**config.mk**
```make
export PLATFORM = sky130hd
export DESIGN_NAME = lcd_timing_ctrl
export DESIGN_NICKNAME = d
export VERILOG_FILES = /design/src/rtl/lcd_timing_ctrl.sv
export SDC_FILE = /design/constraint.sdc
export NUM_CORES = 1
export LEC_CHECK = 0
export BUFFER_PORTS_ARGS = -buffer_cell sky130_fd_sc_hd__buf_2
export CAP_MARGIN = 20
export CORE_MARGIN = 5
export CORE_UTILIZATION = 55
export CTS_BUF_LIST = sky130_fd_sc_hd__clkbuf_16
export DETAILED_ROUTE_END_ITERATION = 6
export PLACE_DENSITY = 0.79
export SLEW_MARGIN = 0
export SYNTH_ARGS = -nofsm -noshare
export SYNTH_HDL_FRONTEND = slang
export SYNTH_SLANG_ARGS = --single-unit
export TNS_END_PERCENT = 100
```
**constraint.sdc**
```tcl
create_clock -name clk -period 3.9 [get_ports clk]
set_input_delay 0.195 -clock clk [delete_from_list [all_inputs] [get_ports clk]]
set_output_delay 0.195 -clock clk [all_outputs]
set_load 0.05 [all_outputs]
```
**src/rtl/lcd_timing_ctrl.sv**
```systemverilog
// Raster timing controller for an RGB565 parallel LCD: derives the pixel clock,
// syncs, DE and registered colour, and fetches pixels one period ahead.
module lcd_timing_ctrl #(
    parameter int H_ACTIVE = 480,
    parameter int H_FP     = 2,
    parameter int H_SYNC   = 41,
    parameter int H_BP     = 2,
    parameter int V_ACTIVE = 272,
    parameter int V_FP     = 2,
    parameter int V_SYNC   = 10,
    parameter int V_BP     = 2,
    parameter int CLK_DIV  = 2
) (
    input  logic        clk,
    input  logic        rstn,
    input  logic        en,
    input  logic [15:0] pix_data,
    output logic        pix_req,
    output logic [9:0]  pix_x,
    output logic [8:0]  pix_y,
    output logic        frame_start,
    output logic        busy,
    output logic        lcd_clk,
    output logic        lcd_de,
    output logic        lcd_hsync,
    output logic        lcd_vsync,
    output logic [4:0]  lcd_r,
    output logic [5:0]  lcd_g,
    output logic [4:0]  lcd_b
);

    localparam int H_TOTAL = H_ACTIVE + H_FP + H_SYNC + H_BP;
    localparam int V_TOTAL = V_ACTIVE + V_FP + V_SYNC + V_BP;
    localparam int DW      = $clog2(CLK_DIV);

    localparam logic [DW-1:0] DIV_LAST = DW'(CLK_DIV - 1);
    localparam logic [DW-1:0] DIV_HALF = DW'(CLK_DIV / 2);
    localparam logic [9:0]    H_LAST   = 10'(H_TOTAL - 1);
    localparam logic [8:0]    V_LAST   = 9'(V_TOTAL - 1);
    localparam logic [9:0]    H_ACT    = 10'(H_ACTIVE);
    localparam logic [9:0]    HS_BEGIN = 10'(H_ACTIVE + H_FP);
    localparam logic [9:0]    HS_END   = 10'(H_ACTIVE + H_FP + H_SYNC);
    localparam logic [8:0]    V_ACT    = 9'(V_ACTIVE);
    localparam logic [8:0]    VS_BEGIN = 9'(V_ACTIVE + V_FP);
    localparam logic [8:0]    VS_END   = 9'(V_ACTIVE + V_FP + V_SYNC);

    typedef enum logic [1:0] {
        IDLE     = 2'd0,
        RUN      = 2'd1,
        STOPPING = 2'd2
    } state_t;

    state_t         state_reg, state_next;
    logic [DW-1:0]  div_reg, div_next;
    // h_reg/v_reg hold the position that the next pix_ce drives to the pins
    logic [9:0]     h_reg, h_adv;
    logic [8:0]     v_reg, v_adv;
    logic           pix_ce, at_origin, adv_active;
    logic           cur_de, cur_hs, cur_vs;

    logic           lcd_clk_reg, de_reg, hs_reg, vs_reg;
    logic [15:0]    rgb_reg;
    logic           pix_req_reg, frame_start_reg;
    logic [9:0]     pix_x_reg;
    logic [8:0]     pix_y_reg;

    assign pix_ce     = (state_reg != IDLE) && (div_reg == DIV_LAST);
    assign at_origin  = (h_reg == 10'd0) && (v_reg == 9'd0);
    assign cur_de     = (h_reg < H_ACT) && (v_reg < V_ACT);
    assign cur_hs     = !((h_reg >= HS_BEGIN) && (h_reg < HS_END));
    assign cur_vs     = !((v_reg >= VS_BEGIN) && (v_reg < VS_END));
    assign adv_active = (h_adv < H_ACT) && (v_adv < V_ACT);

    always_comb begin
        h_adv = h_reg + 10'd1;
        v_adv = v_reg;
        if (h_reg == H_LAST) begin
            h_adv = 10'd0;
            v_adv = (v_reg == V_LAST) ? 9'd0 : v_reg + 9'd1;
        end
    end

    // Stopping only completes on the pix_ce that would start a new frame,
    // so the last pixel of the frame still receives its full lcd_clk period.
    always_comb begin
        state_next = state_reg;
        case (state_reg)
            IDLE:     if (en) state_next = RUN;
            RUN:      if (!en) state_next = STOPPING;
            STOPPING: begin
                if (en)
                    state_next = RUN;
                else if (pix_ce && at_origin)
                    state_next = IDLE;
            end
            default:  state_next = IDLE;
        endcase
    end

    always_comb begin
        div_next = '0;
        if ((state_reg != IDLE) && (state_next != IDLE) && (div_reg != DIV_LAST))
            div_next = div_reg + 1'b1;
    end

    always_ff @(posedge clk or negedge rstn) begin
        if (!rstn) begin
            state_reg       <= IDLE;
            div_reg         <= '0;
            h_reg           <= 10'd0;
            v_reg           <= 9'd0;
            lcd_clk_reg     <= 1'b0;
            de_reg          <= 1'b0;
            hs_reg          <= 1'b1;
            vs_reg          <= 1'b1;
            rgb_reg         <= 16'd0;
            pix_req_reg     <= 1'b0;
            pix_x_reg       <= 10'd0;
            pix_y_reg       <= 9'd0;
            frame_start_reg <= 1'b0;
        end else begin
            state_reg       <= state_next;
            div_reg         <= div_next;
            lcd_clk_reg     <= (div_next >= DIV_HALF);
            frame_start_reg <= 1'b0;
            if ((state_reg == IDLE) || (state_next == IDLE)) begin
                h_reg       <= 10'd0;
                v_reg       <= 9'd0;
                de_reg      <= 1'b0;
                hs_reg      <= 1'b1;
                vs_reg      <= 1'b1;
                rgb_reg     <= 16'd0;
                pix_req_reg <= en;
                pix_x_reg   <= 10'd0;
                pix_y_reg   <= 9'd0;
            end else if (pix_ce) begin
                de_reg          <= cur_de;
                hs_reg          <= cur_hs;
                vs_reg          <= cur_vs;
                rgb_reg         <= cur_de ? pix_data : 16'd0;
                frame_start_reg <= at_origin;
                h_reg           <= h_adv;
                v_reg           <= v_adv;
                pix_req_reg     <= adv_active;
                if (adv_active) begin
                    pix_x_reg <= h_adv;
                    pix_y_reg <= v_adv;
                end
            end
        end
    end

    assign busy        = (state_reg != IDLE);
    assign lcd_clk     = lcd_clk_reg;
    assign lcd_de      = de_reg;
    assign lcd_hsync   = hs_reg;
    assign lcd_vsync   = vs_reg;
    assign lcd_r       = rgb_reg[15:11];
    assign lcd_g       = rgb_reg[10:5];
    assign lcd_b       = rgb_reg[4:0];
    assign pix_req     = pix_req_reg;
    assign pix_x       = pix_x_reg;
    assign pix_y       = pix_y_reg;
    assign frame_start = frame_start_reg;

endmodule
```
# Yosys cells after proc, flatten, opt, wreduce, memory -nomap -nowiden
# Cells that the tools add are included.
# totals
ff_bits	63
inputBits	19
output_inout_bits	42
word_cells	83
# op_classes
addsub	3
magnitude_cmp	9
eq_ne	4
n_mux	32
bitwise	1
n_reduce_logical	21
# op_table
cell	count
9-bit two-way mux	7
10-bit two-way mux	6
16-bit two-way mux	3
9-bit < comparator (second input constant)	3
10-bit by 9-bit < comparator with 1-bit output (second input constant)	2
1-bit two-way mux	11
10-bit by 1-bit adder with 10-bit output (second input constant)	1
10-bit == test (second input constant)	1
10-bit by 9-bit greater-or-equal comparator with 1-bit output (second input constant)	1
10-bit logical NOT	1
10-bit < comparator (second input constant)	1
9-bit by 1-bit adder with 9-bit output (second input constant)	1
9-bit == test (second input constant)	1
9-bit greater-or-equal comparator (second input constant)	1
1-bit logical AND	9
9-bit logical NOT	1
2-bit two-way mux	4
2-bit nonzero test	4
2-bit one-hot mux with 3 select lines	1
2-bit logical NOT	2
2-bit by 1-bit == test with 1-bit output (second input constant)	1
2-bit == test (second input constant)	1
1-bit logical NOT	2
2-bit AND reduction	1
4 further kinds	4

# Logic depth before layout (Yosys ltp)
# depth
word_depth	11
ltp_mapped	11

# Least setup slack after synthesis
# OpenSTA, ideal clock, no wires.
# synth_path
path_type	reg-to-reg
startpoint	reg h_reg[0]
endpoint	reg pix_x_reg[6], in the netlist pix_x[6]
setup_ns	0.125
t_arrival_ns	2.735
required_time_ns	3.775
path_slack_ns	1.040
path_stages_with_launch	11
path_buffers	1
synth_period_minus_slack_ns	2.860
cell_sequence	dfrtp_1 > inv_1 > ha_1 > or4b_4 > nor3_4 > nand4_1 > xor2_1 > nor4bb_4 > o31ai_4 > buf_6 > mux2_4
# synth_via
elab_chain_len	10
word_cells_on_any_way	21
classes_between	add/sub: 1; order compare: 2; eq/ne: 1; mux: 8; reduce/logical: 9
# synth_lines
item	line_no	source
start, declared	56	logic [9:0] h_reg, h_adv;
start signal, assigned	142	h_reg <= h_adv;
parallel branches: the longest is 10 deep, another holds 10-bit by 1-bit adder with 10-bit output	--	
end signal, assigned	146	pix_x_reg <= h_adv;
end, declared	64	logic [9:0] pix_x_reg;
# Parallel ways; which one is timed is not known. The select of a mux whose other input is x is not followed.
# A chain may end at the register's enable or synchronous reset.

# Final worst setup path
# layout_path
startpoint	reg h_reg[0]
endpoint	reg pix_x_reg[5], in the netlist pix_x[5]
# The elaborated chain is that of the path after synthesis.

==> qor.json <==
{
  "outcome": {"value": "complete, no violations"},
  "grt_pass1_vias": {"value": 2605},
  "timing.max_cap.violations": {"value": 0},
  "place.port_buffers": {"value": 60},
  "cts.root.buffer_cell": {"value": "sky130_fd_sc_hd__clkbuf_16"},
  "top_ff_cell_synth": {"value": "sky130_fd_sc_hd__dfrtp_1"},
  "detailed_place.area": {"value": 3510, "unit": "sq um"},
  "synth.top_cells.by_area": {"value": "sky130_fd_sc_hd__dfrtp_1 48%, sky130_fd_sc_hd__a22o_1 5.0%, sky130_fd_sc_hd__nor2_1 4.5%"},
  "setup_viol_count_final": {"value": 0},
  "largest_reg_flops": {"value": 16},
  "detail_route.wl_per_cell": {"value": 17.1, "unit": "um"},
  "worst_ep_arrival_time": {"value": 3480, "unit": "ps"},
  "setup_tns": {"value": 0, "unit": "ps"},
  "num-fill-cells": {"value": 432},
  "clkSlewWorstSetupHoldPaths": {"value": 50, "unit": "ps"},
  "ctsHtreeMaxLevel": {"value": 3},
  "grt-ovfl-total": {"value": 0},
  "power_density": {"value": 563, "unit": "nW/um^2"},
  "cell_internal_pwr": {"value": 1.37, "unit": "mW"},
  "cts_max_path_buffers": {"value": 2},
  "design.die.area": {"value": 7360, "unit": "sq um"},
  "drive_above_1_share": {"value": 29.2, "unit": "%"},
  "crit_path_cell_trace": {"value": "inv_1 -> ha_1 -> or4b_4 -> nor3_4 -> nand4_1 -> xor2_1 -> nor4bb_4 -> o31ai_4 -> buf_4 -> mux2_2"},
  "yosys_synthesis_warning_count": {"value": 0},
  "dr.pass1.iters": {"value": 6},
  "top_level_ports": {"value": 61},
  "max_freq": {"value": 0.305, "unit": "GHz"},
  "clkLatencyLatePin": {"value": 330, "unit": "ps"},
  "post_synth_inst_count": {"value": 302},
  "timing.critical_path.slowest_cell_delay": {"value": 470, "unit": "ps"},
  "synth_seq_area_share": {"value": 49.2, "unit": "%"},
  "die_x": {"value": 85.8, "unit": "um"},
  "register_area": {"value": 1550, "unit": "sq um"},
  "min_delay_worst_type": {"value": "in -> reg"},
  "netlist-cell-type-count": {"value": 53},
  "global_route_wire_length_before_repair": {"value": 12700, "unit": "um"},
  "vias": {"value": 2576},
  "synth_area": {"value": 3160, "unit": "sq um"},
  "vias_per_cell": {"value": 5.88},
  "final_period_util": {"value": 84.0, "unit": "%"},
  "yosysMostFrequentCell": {"value": "sky130_fd_sc_hd__dfrtp_1"},
  "numCtsBuffers": {"value": 9},
  "effective_utilization_at_floorplan": {"value": 57.0, "unit": "%"},
  "worst_hold_margin": {"value": 30.4, "unit": "ps"},
  "area_taken_by_multi_input_logic_gates": {"value": 1480, "unit": "sq um"},
  "start_kind": {"value": "register"},
  "clock_tree_from_tritoncts": {"value": "yes"},
  "power_frac_comb": {"value": 28.2, "unit": "%"},
  "worst_ir_drop_vdd": {"value": 0.000415, "unit": "V"},
  "timing.max_slew.rel_slack": {"value": 54.9, "unit": "%"},
  "asyncSetResetFlopFracSynth": {"value": 100, "unit": "%"},
  "postSynthNetCount": {"value": 326},
  "synthToLayoutAreaGrowth": {"value": 20.7, "unit": "%"},
  "routabilityCongestion": {"value": 0.940},
  "rsz0062_at_grt": {"value": "no"},
  "cts_num_sinks": {"value": 62},
  "timing_hold_violations_final": {"value": 0},
  "share_clk_of_total_power": {"value": 36.1, "unit": "%"},
  "worstPathRequired": {"value": 4110, "unit": "ps"},
  "seqPwrFrac": {"value": 35.7, "unit": "%"},
  "synth_enable_flop_cells": {"value": 0},
  "type_of_destination_of_the_critical_path": {"value": "register"},
  "final_antenna_net_count": {"value": 0},
  "ctsResizeCount": {"value": 0},
  "largest_net_degree_at_the_start_of_global_routing": {"value": 42},
  "synth.top_cells.by_count": {"value": "60 x sky130_fd_sc_hd__dfrtp_1, 38 x sky130_fd_sc_hd__nor2_1, 18 x sky130_fd_sc_hd__a22o_1, 15 x sky130_fd_sc_hd__clkbuf_1"},
  "crit_fanout": {"value": 14},
  "switching_share": {"value": 36.1, "unit": "%"},
  "criticalPathCategory": {"value": "reg -> reg"},
  "die-height": {"value": 85.8, "unit": "um"},
  "worst_clock_skew": {"value": 8.06, "unit": "ps"},
  "rows": {"value": 27},
  "finalWirelength": {"value": 7480, "unit": "um"},
  "timing.final.crit_period": {"value": 3270, "unit": "ps"},
  "synth_largest_type_area_fraction": {"value": 47.5, "unit": "%"},
  "postSynthAreaPerCell": {"value": 10.5, "unit": "sq um"},
  "yosys_register_bits": {"value": 62},
  "route.detailed.drc": {"value": 0},
  "finish.net_count": {"value": 385},
  "initial_antenna_violation_count": {"value": 0},
  "core_area": {"value": 5540, "unit": "sq um"},
  "post_layout_instance_area": {"value": 3820, "unit": "sq um"},
  "grt_usage": {"value": 21.8, "unit": "%"},
  "diodes": {"value": 0},
  "yosysTopAreaCell": {"value": "sky130_fd_sc_hd__dfrtp_1"},
  "static-leakage-power": {"value": 1.81, "unit": "nW"},
  "net-switching-power": {"value": 0.776, "unit": "mW"},
  "place.detailed.hpwl": {"value": 5140, "unit": "um"},
  "max_slew.worst_pin.slew": {"value": 670, "unit": "ps"},
  "timing.critical_path.slowest_stage_cell": {"value": "sky130_fd_sc_hd__or4b_4"},
  "first_iter_violations": {"value": 134},
  "slew_violations": {"value": 0}
}
[logic make-up after synthesis]
family          synth area share [%]
fa+ha+maj                       1.98
mux                             5.90
compound gates                  15.5
simple gates                    18.0
buf+inv                         4.24
flops                           49.2
xor+xnor                        5.27
[worst max-delay path, delay by kind of cell, from the launching register on]
family,cells,cell delay [ps]
adder cells (fa/ha/maj),1,130
XOR/XNOR,1,210
buffers and inverters,2,410
AO/OA/AOI/OAI,1,340
multiplexers,1,360
flip-flops,1,450
AND/OR/NAND/NOR,4,1250
[power by group through the flow]
stage / Clock [mW] / Sequential [mW] / Combinational, mW
global route: 0.818 / 0.779 / 0.647
finish: 0.776 / 0.768 / 0.606
floorplan: 0 / 0.956 / 0.268
global placement: 0 / 0.773 / 0.596
detailed placement: 0 / 0.776 / 0.603
CTS: 0.781 / 0.767 / 0.606
[worst paths after layout]
path | cells past startpoint | slack, ps | startpoint | endpoint
worst min register to register | 1 | 470 | lcd_de | lcd_de
worst max register to register | 10 | 630 | h_reg[0] | pix_x[5]
worst max-delay path | 10 | 630 | h_reg[0] | pix_x[5]
worst min-delay path | 2 | 30 | en | state_reg[1]
min in group asynchronous | 2 | 370 | rstn | pix_x[1]
max in group asynchronous | 3 | 2630 | rstn | lcd_hsync
[metal layers]
| layer | part of all wire (%) | global-route usage (%) |
|---|---|---|
| met1 | 42 | 28.8 |
| met2 | 49 | 34.2 |
| met3 | 6.0 | 4.90 |
| met4 | 2.5 | 10.4 |
| met5 | 0 | 0 |
[through the flow]
step | setup WS [ps] | util [%] | cells | power, mW
after floorplan | 1040 | - | 302 | 1.22
after global placement | 813 | 63.3 | 420 | 1.37
after detailed placement | 668 | 63.3 | 420 | 1.38
after CTS | 655 | 68.7 | 437 | 2.15
after global routing | 474 | 68.9 | 438 | 2.24
final | 625 | 68.9 | 438 | 2.15
[placed cells by master, fill, tap and decap left out, types with 9 or more instances in the layout]
| cell | instances |
|---|---|
| sky130_fd_sc_hd__a21oi_1 | 10 |
| sky130_fd_sc_hd__a22o_1 | 18 |
| sky130_fd_sc_hd__inv_1 | 10 |
| sky130_fd_sc_hd__nor2_1 | 38 |
| sky130_fd_sc_hd__dfrtp_1 | 60 |
| sky130_fd_sc_hd__clkbuf_16 | 9 |
| sky130_fd_sc_hd__buf_2 | 60 |
| sky130_fd_sc_hd__xor2_1 | 11 |
| sky130_fd_sc_hd__nand3_1 | 13 |
| sky130_fd_sc_hd__mux2_2 | 9 |
| sky130_fd_sc_hd__nand2_1 | 13 |
| sky130_fd_sc_hd__o21ai_0 | 9 |
[what timing repair did]
action	in CTS	in global routing
setup buffers	0	0
hold endpoints to repair	20	0
hold buffers	1	0
[cell type report]
type                       count  share of cell area [%]
clock buffer                   9                    5.90
clock inverter                 7                    1.70
inverter                       9                   0.885
multi-input combinational    210                    38.7
sequential                    62                    40.7
tap                           72                    2.36
timing repair buffer          69                    9.70
Note: power is estimated with default switching activity, not from simulation.
